**config.mk**
```make
export PLATFORM = sky130hd
export DESIGN_NAME = perf_tcp_client_gen
export DESIGN_NICKNAME = d
export VERILOG_FILES = /design/src/rtl/perf_tcp_client_gen.sv
export SDC_FILE = /design/constraint.sdc
export NUM_CORES = 2
export LEC_CHECK = 0
export ABC_CLOCK_PERIOD_IN_PS = 12200
export BUFFER_PORTS_ARGS = -buffer_cell sky130_fd_sc_hd__buf_2
export CAP_MARGIN = 20
export CORE_AREA = 2 2 422 424
export CTS_BUF_LIST = sky130_fd_sc_hd__clkbuf_8
export CTS_CLUSTER_DIAMETER = 120
export DETAILED_ROUTE_END_ITERATION = 8
export DIE_AREA = 0 0 424 426
export PLACE_DENSITY = 0.63
export SKIP_CTS_REPAIR_TIMING = 1
export SLEW_MARGIN = 20
export SYNTH_ARGS = -nofsm -noshare
export SYNTH_HDL_FRONTEND = slang
export SYNTH_SLANG_ARGS = --single-unit
export TNS_END_PERCENT = 1
```
**constraint.sdc**
```tcl
create_clock -name aclk -period 12.2 [get_ports aclk]
set_clock_uncertainty 0.05 [all_clocks]
set_input_delay 1.83 -clock aclk [delete_from_list [all_inputs] [get_ports aclk]]
set_output_delay 1.83 -clock aclk [all_outputs]
set_load 0.02 [all_outputs]
```
**src/rtl/perf_tcp_client_gen.sv**
```systemverilog
// perf_tcp_client_gen
//   Traffic generator for the TCP client performance example. A runTx pulse
//   latches the run parameters, opens min(numSessions, MAX_SESSIONS) sessions
//   to serverIpAddress:SERVER_PORT, then sends TotalPkgPerConn packets of
//   pkgWordCount 64-byte beats per session, round-robin across the sessions
//   that opened successfully. Only one packet is outstanding at a time.
//
// Ports
//   aclk, aresetn           clock, synchronous active-low reset
//   runTx + run params      start pulse, numSessions, pkgWordCount,
//                           serverIpAddress, TotalPkgPerConn
//   open_req_* / open_rsp_* session open request / response
//   tx_meta_* / tx_stat_*   per-packet meta request / status response
//   tx_data_*               AXI-Stream payload (tdata/tkeep/tlast)
//   close_req_*             session close requests (macro build only)
//   busy, done              run in progress / one-cycle end-of-run pulse
//   open_fail_cnt,retry_cnt failed opens / tx retries of the last run
//
// Build option
//   PERF_TCP_CLIENT_CLOSE_EN  adds the CLOSE state and close_req_* ports;
//                             sessions are closed in table order at run end.
module perf_tcp_client_gen #(
    parameter int          MAX_SESSIONS = 64,
    parameter logic [15:0] SERVER_PORT  = 16'd5001,
    parameter int          DATA_BITS    = 512
) (
    input  logic                   aclk,
    input  logic                   aresetn,
    input  logic                   runTx,
    input  logic [15:0]            numSessions,
    input  logic [7:0]             pkgWordCount,
    input  logic [31:0]            serverIpAddress,
    input  logic [7:0]             TotalPkgPerConn,
    output logic                   open_req_valid,
    input  logic                   open_req_ready,
    output logic [31:0]            open_req_ip,
    output logic [15:0]            open_req_port,
    input  logic                   open_rsp_valid,
    output logic                   open_rsp_ready,
    input  logic [15:0]            open_rsp_sid,
    input  logic                   open_rsp_success,
    output logic                   tx_meta_valid,
    input  logic                   tx_meta_ready,
    output logic [15:0]            tx_meta_sid,
    output logic [15:0]            tx_meta_len,
    input  logic                   tx_stat_valid,
    output logic                   tx_stat_ready,
    input  logic [15:0]            tx_stat_sid,
    input  logic [1:0]             tx_stat_error,
    output logic                   tx_data_tvalid,
    input  logic                   tx_data_tready,
    output logic [DATA_BITS-1:0]   tx_data_tdata,
    output logic [DATA_BITS/8-1:0] tx_data_tkeep,
    output logic                   tx_data_tlast,
`ifdef PERF_TCP_CLIENT_CLOSE_EN
    output logic                   close_req_valid,
    input  logic                   close_req_ready,
    output logic [15:0]            close_req_sid,
`endif
    output logic                   busy,
    output logic                   done,
    output logic [15:0]            open_fail_cnt,
    output logic [31:0]            retry_cnt
);

    localparam int          SW    = (MAX_SESSIONS > 1) ? $clog2(MAX_SESSIONS) : 1;
    localparam int          NW    = DATA_BITS / 64;
    localparam logic [15:0] MAX16 = 16'(MAX_SESSIONS);

    typedef enum logic [2:0] {
        S_IDLE, S_OPEN, S_META, S_WAIT, S_DATA, S_CLOSE, S_FINISH
    } state_t;

`ifdef PERF_TCP_CLIENT_CLOSE_EN
    localparam state_t S_END = S_CLOSE;
`else
    localparam state_t S_END = S_FINISH;
`endif

    state_t      r_state, w_state_nxt;

    logic [15:0] r_target;
    logic [7:0]  r_words;
    logic [31:0] r_ip;
    logic [7:0]  r_pkts;
    logic [15:0] r_req_cnt, r_rsp_cnt, r_ok_cnt, r_fail_cnt;
    logic [31:0] r_retry_cnt;
    logic [15:0] r_sp;
    logic [7:0]  r_beat;
    logic [15:0] r_pkt_cnt;
    logic [15:0] r_done_sess;
    logic [15:0] r_sid_tab [MAX_SESSIONS];
    logic [7:0]  r_sent    [MAX_SESSIONS];

    logic        w_req_hs, w_rsp_hs, w_meta_hs, w_stat_hs, w_data_hs;
    logic        w_skip, w_last_beat, w_sess_full, w_all_done;
    logic [15:0] w_sp_inc, w_sp_next;
    logic [63:0] w_word;
    logic        w_unused_ok;

    assign w_req_hs  = open_req_valid & open_req_ready;
    assign w_rsp_hs  = open_rsp_valid & open_rsp_ready;
    assign w_meta_hs = tx_meta_valid  & tx_meta_ready;
    assign w_stat_hs = tx_stat_valid  & tx_stat_ready;
    assign w_data_hs = tx_data_tvalid & tx_data_tready;

    // A session that already sent its quota is stepped over one cycle at a
    // time in SEND_META; meta valid is never raised for it.
    assign w_skip      = (r_sent[r_sp[SW-1:0]] == r_pkts);
    assign w_last_beat = (r_beat == (r_words - 8'd1));
    assign w_sess_full = ((r_sent[r_sp[SW-1:0]] + 8'd1) == r_pkts);
    assign w_all_done  = w_sess_full && ((r_done_sess + 16'd1) == r_ok_cnt);
    assign w_sp_inc    = r_sp + 16'd1;
    assign w_sp_next   = (w_sp_inc == r_ok_cnt) ? 16'd0 : w_sp_inc;

    // Outputs decode from registered state/counters only.
    assign open_req_valid = (r_state == S_OPEN) && (r_req_cnt != r_target);
    assign open_req_ip    = r_ip;
    assign open_req_port  = SERVER_PORT;
    assign open_rsp_ready = (r_state == S_OPEN);
    assign tx_meta_valid  = (r_state == S_META) && !w_skip;
    assign tx_meta_sid    = r_sid_tab[r_sp[SW-1:0]];
    assign tx_meta_len    = {2'b00, r_words, 6'b000000};
    assign tx_stat_ready  = (r_state == S_WAIT);
    assign tx_data_tvalid = (r_state == S_DATA);
    assign tx_data_tkeep  = '1;
    assign tx_data_tlast  = w_last_beat;
    assign w_word         = {r_sp, r_pkt_cnt, 24'd0, r_beat};
    assign busy           = (r_state != S_IDLE) && (r_state != S_FINISH);
    assign done           = (r_state == S_FINISH);
    assign open_fail_cnt  = r_fail_cnt;
    assign retry_cnt      = r_retry_cnt;
    assign w_unused_ok    = ^tx_stat_sid;

    for (genvar g = 0; g < NW; g++) begin : g_lane
        assign tx_data_tdata[g*64 +: 64] = w_word;
    end

`ifdef PERF_TCP_CLIENT_CLOSE_EN
    logic [15:0] r_close_idx;
    logic        w_close_hs;
    assign close_req_valid = (r_state == S_CLOSE) && (r_close_idx != r_ok_cnt);
    assign close_req_sid   = r_sid_tab[r_close_idx[SW-1:0]];
    assign w_close_hs      = close_req_valid & close_req_ready;

    always_ff @(posedge aclk) begin
        if (!aresetn) begin
            r_close_idx <= '0;
        end else if (r_state == S_IDLE && runTx) begin
            r_close_idx <= '0;
        end else if (w_close_hs) begin
            r_close_idx <= r_close_idx + 16'd1;
        end
    end
`endif

    always_ff @(posedge aclk) begin
        if (!aresetn) r_state <= S_IDLE;
        else          r_state <= w_state_nxt;
    end

    always_comb begin
        w_state_nxt = r_state;
        case (r_state)
            S_IDLE:   if (runTx) w_state_nxt = S_OPEN;
            S_OPEN:   if (r_rsp_cnt == r_target) begin
                          if (r_ok_cnt == 16'd0 || r_words == 8'd0 || r_pkts == 8'd0)
                              w_state_nxt = S_END;
                          else
                              w_state_nxt = S_META;
                      end
            S_META:   if (w_meta_hs) w_state_nxt = S_WAIT;
            S_WAIT:   if (w_stat_hs)
                          w_state_nxt = (tx_stat_error == 2'd0) ? S_DATA : S_META;
            S_DATA:   if (w_data_hs && w_last_beat)
                          w_state_nxt = w_all_done ? S_END : S_META;
`ifdef PERF_TCP_CLIENT_CLOSE_EN
            S_CLOSE:  if ((r_close_idx == r_ok_cnt) ||
                          (w_close_hs && (r_close_idx + 16'd1) == r_ok_cnt))
                          w_state_nxt = S_FINISH;
`else
            S_CLOSE:  w_state_nxt = S_FINISH;
`endif
            S_FINISH: w_state_nxt = S_IDLE;
            default:  w_state_nxt = S_IDLE;
        endcase
    end

    // Session table: no reset needed, entries are only read below r_ok_cnt.
    always_ff @(posedge aclk) begin
        if (r_state == S_OPEN && w_rsp_hs && open_rsp_success)
            r_sid_tab[r_ok_cnt[SW-1:0]] <= open_rsp_sid;
    end

    always_ff @(posedge aclk) begin
        if (!aresetn) begin
            r_target    <= '0;
            r_words     <= '0;
            r_ip        <= '0;
            r_pkts      <= '0;
            r_req_cnt   <= '0;
            r_rsp_cnt   <= '0;
            r_ok_cnt    <= '0;
            r_fail_cnt  <= '0;
            r_retry_cnt <= '0;
            r_sp        <= '0;
            r_beat      <= '0;
            r_pkt_cnt   <= '0;
            r_done_sess <= '0;
            for (int i = 0; i < MAX_SESSIONS; i++) r_sent[i] <= '0;
        end else begin
            case (r_state)
                S_IDLE: if (runTx) begin
                    r_target    <= (numSessions > MAX16) ? MAX16 : numSessions;
                    r_words     <= pkgWordCount;
                    r_ip        <= serverIpAddress;
                    r_pkts      <= TotalPkgPerConn;
                    r_req_cnt   <= '0;
                    r_rsp_cnt   <= '0;
                    r_ok_cnt    <= '0;
                    r_fail_cnt  <= '0;
                    r_retry_cnt <= '0;
                    r_sp        <= '0;
                    r_beat      <= '0;
                    r_pkt_cnt   <= '0;
                    r_done_sess <= '0;
                    for (int i = 0; i < MAX_SESSIONS; i++) r_sent[i] <= '0;
                end
                S_OPEN: begin
                    // Request and response handshakes are independent and
                    // may both land in the same cycle.
                    if (w_req_hs) r_req_cnt <= r_req_cnt + 16'd1;
                    if (w_rsp_hs) begin
                        r_rsp_cnt <= r_rsp_cnt + 16'd1;
                        if (open_rsp_success) r_ok_cnt   <= r_ok_cnt + 16'd1;
                        else                  r_fail_cnt <= r_fail_cnt + 16'd1;
                    end
                    r_sp <= '0;
                end
                S_META: if (w_skip) r_sp <= w_sp_next;
                S_WAIT: if (w_stat_hs && tx_stat_error != 2'd0) begin
                    r_retry_cnt <= r_retry_cnt + 32'd1;
                    r_sp        <= w_sp_next;
                end
                S_DATA: if (w_data_hs) begin
                    if (w_last_beat) begin
                        r_beat                <= '0;
                        r_sent[r_sp[SW-1:0]]  <= r_sent[r_sp[SW-1:0]] + 8'd1;
                        r_pkt_cnt             <= r_pkt_cnt + 16'd1;
                        r_sp                  <= w_sp_next;
                        if (w_sess_full) r_done_sess <= r_done_sess + 16'd1;
                    end else begin
                        r_beat <= r_beat + 8'd1;
                    end
                end
                default: ;
            endcase
        end
    end

endmodule

```
==> summary.txt <==
GPL Wtd Cong - 0.882
Clk slew on worst S/H paths - 60 ps
Fin Setup TNS - 0 ps
Cts bufs inserted - 307
# clock sinks - 1,761
Power Dens Cells - 176 nW/um2
Chip height - 426 um
Wl on met1 - 81.6 mm
Worst-Skew Late Latency - 1050 ps
CTS max path bufs - 4
Final HPWL from detailed placement - 118 mm
Initial antenna violation count - 4
Fin worst setup slack - 4840 ps
Met2 wire length - 94.6 mm
Mapped Area - 77,000 um2
DR DRC count - 0
Clock period minus worst slack - 7360 ps
Slew at the pin with the worst max-slew slack - 1080 ps
Uppermost layer routed - met4
Cells after Synth - 5,048
Wire per inst - 24.6 um
CP endpoint kind - output port
Final hold vios - 0
Routed vias/inst - 5.49
WP data arrival - 5480 ps
Fin crit share - 60.4%
# rows - 154
Max Cap Viol - 0
Status - completed
Iter 0 DRT Violations - 4,579
Fin nets - 5,565
Yosys cell types - 90
Required time worst endpoint - 10,320 ps
Synth Flop Type - edfxtp_1
Largest net degree at the start of global routing - 111
Tot GR Track Use - 21.4%
Fmax - 136 MHz
Final setup fails - 0
Final slew viol count - 0
Die X - 424 um
Layout cell share with drive strength beyond 1 - 26.7%
EDFF count, synth - 1,536
Dpl ws - 5840 ps
Full die area - 181,000 um2
Core Box Area - 176,000 um2
DR vias - 43,900
Clock Tree Root - clkbuf_8
RSZ-0062 raised after global routing - no
Dominant cell type by area after synthesis - edfxtp_1
Drt total wl - 197 mm
Routed Antenna Nets - 0
Critical path peak fanout - 53
Ys Warns - 0
Seq/Total Area, Yosys - 65.8%
Largest cells by area after synthesis - edfxtp_1, mux4_2, dfxtp_1, buf_4, nor2_1
Design Power - 14.9 mW
Min Hold Slack - 400 ps
DR WL met3 - 15.8 mm
Relative slew slack - 28.2%
Crit Path Category - reg2out
Io pins - 819
Startpoint Class - register
Pleak - 30.1 nW
CTS tree - built
Top cell type's share of synthesized area - 59.9%
Yosys reg bits - 1,761
Area Overhead vs Synth - 9.99%
Async S/R FF share, synth - 0%
H-tree depth - 5
PortBufs - 522
Starting Density - 43.8%
Syn Area/Cell - 15.2 um2
Worst hold path class - reg2reg
Gr ovfl total - 0
Vias in the first global route - 42,600
Core Util, Final - 48.2%
Hold path start - open_req_ip[5]
Maximum vdd drop - 0.146 mV
TritonRoute pass-1 iters - 6
First-pass GRT wire length - 285 mm
path summary, 6_finish.rpt:
path,cells after the start,to,slack [ps]
worst max register to register,13,r_done_sess[1],5920
worst min-delay path,2,open_req_ip[5],400
worst min register to register,2,open_req_ip[5],400
worst max-delay path,9,tx_meta_valid,4840
sequential cells by signal, indices dropped and copies added (netlist names), 16 cells and up, named ones only:
signal,count
r_sid_tab,1024
r_sent,512
open_req_ip,32
retry_cnt,32
open_fail_cnt,16
r_done_sess,16
r_ok_cnt,16
r_pkt_cnt,16
r_req_cnt,16
r_rsp_cnt,16
r_sp,16
r_target,16
kinds of logic after synthesis:
group,Yosys count,synth area share (%)
flip-flops,1761,65.8
XOR/XNOR,204,2.33
AND/OR/NAND/NOR,1419,8.01
AO/OA/AOI/OAI,283,2.52
other,2,0.00976
adder cells (fa/ha/maj),13,0.211
buffers and inverters,857,7.23
multiplexers,509,13.9
metrics by stage:
stage / cells / instance area [um2]
after floorplan: 5326 / 78000
after global placement: 7475 / 79100
after detailed placement: 7475 / 79100
after CTS: 7993 / 84600
after global routing: 8000 / 84600
final: 8001 / 84600
cell usage after synthesis (5+ instances only):
library cell	instances
dfxtp_1	225
buf_2	19
mux4_1	5
or2_2	5
o211ai_1	12
o21bai_1	9
and3_1	53
mux4_2	441
nor3b_1	5
a22o_1	7
edfxtp_1	1536
nand2b_1	12
nand3b_1	9
o22ai_1	9
buf_6	15
or4_1	9
nand2_1	340
a32o_1	10
buf_1	46
and4_1	11
clkbuf_1	166
nor2_1	748
nor2b_1	13
nor4_1	26
a21oi_1	99
nor3_1	23
xor2_1	105
nand3_1	80
a31o_2	6
a22oi_1	29
inv_1	25
ha_1	13
and2_1	11
buf_4	576
or3_1	20
a31oi_1	12
nand4_1	33
mux2i_1	55
mux2_2	8
o2bb2ai_1	6
o21ai_0	25
xnor2_1	98
area by class of cell:
class | instances | area, um2
fill | 14900 | 91100
sequential | 1761 | 50600
multi-input combinational | 2708 | 21900
clock buffer | 327 | 4500
timing repair buffer | 637 | 3600
tap | 2340 | 2930
clock inverter | 191 | 925
inverter | 30 | 116
antenna | 7 | 17.5
per-layer routing:
metal  vias to the layer above  track usage (%)
li1                      19000                -
met1                     22600             29.9
met2                      2003             34.0
met3                       290             4.61
met4                         0             5.94
met5                         -                0
critical path, stage by stage, from the launching register on:
cell	delay [ps]
dfxtp_4	870
buf_4	800
mux4_2	440
a22oi_1	340
nand3_1	200
a22oi_1	580
xnor2_1	340
nor4_4	500
nor2_1	90
buf_2	170
cells in the final DEF (no fill, tap or decap), drive strengths merged, types with 12 or more instances in the layout:
cell type / synthesis / layout
a21oi: 99 / 99
a22oi: 29 / 29
a31oi: 12 / 12
and3: 53 / 53
buf: 660 / 637
clkbuf: 167 / 327
clkinv: 2 / 78
conb: 2 / 280
dfxtp: 225 / 225
edfxtp: 1536 / 1536
ha: 13 / 13
inv: 28 / 133
mux2i: 55 / 55
mux4: 446 / 446
nand2: 340 / 340
nand2b: 12 / 12
nand3: 81 / 81
nand4: 34 / 34
nor2: 750 / 750
nor2b: 13 / 13
nor3: 25 / 25
nor4: 30 / 30
o211ai: 12 / 12
o21ai: 29 / 29
or3: 20 / 20
xnor2: 98 / 98
xor2: 106 / 106
report_power, final:
| part | internal, mW | leakage (nW) | switching, mW |
|---|---|---|---|
| clock | 2.56 | 3.15 | 2.34 |
| sequential | 7.01 | 16.5 | 0.180 |
| combinational | 1.02 | 10.4 | 1.82 |
| total | 10.6 | 30.1 | 4.34 |
No activity file was read; power rests on OpenSTA's default activity.
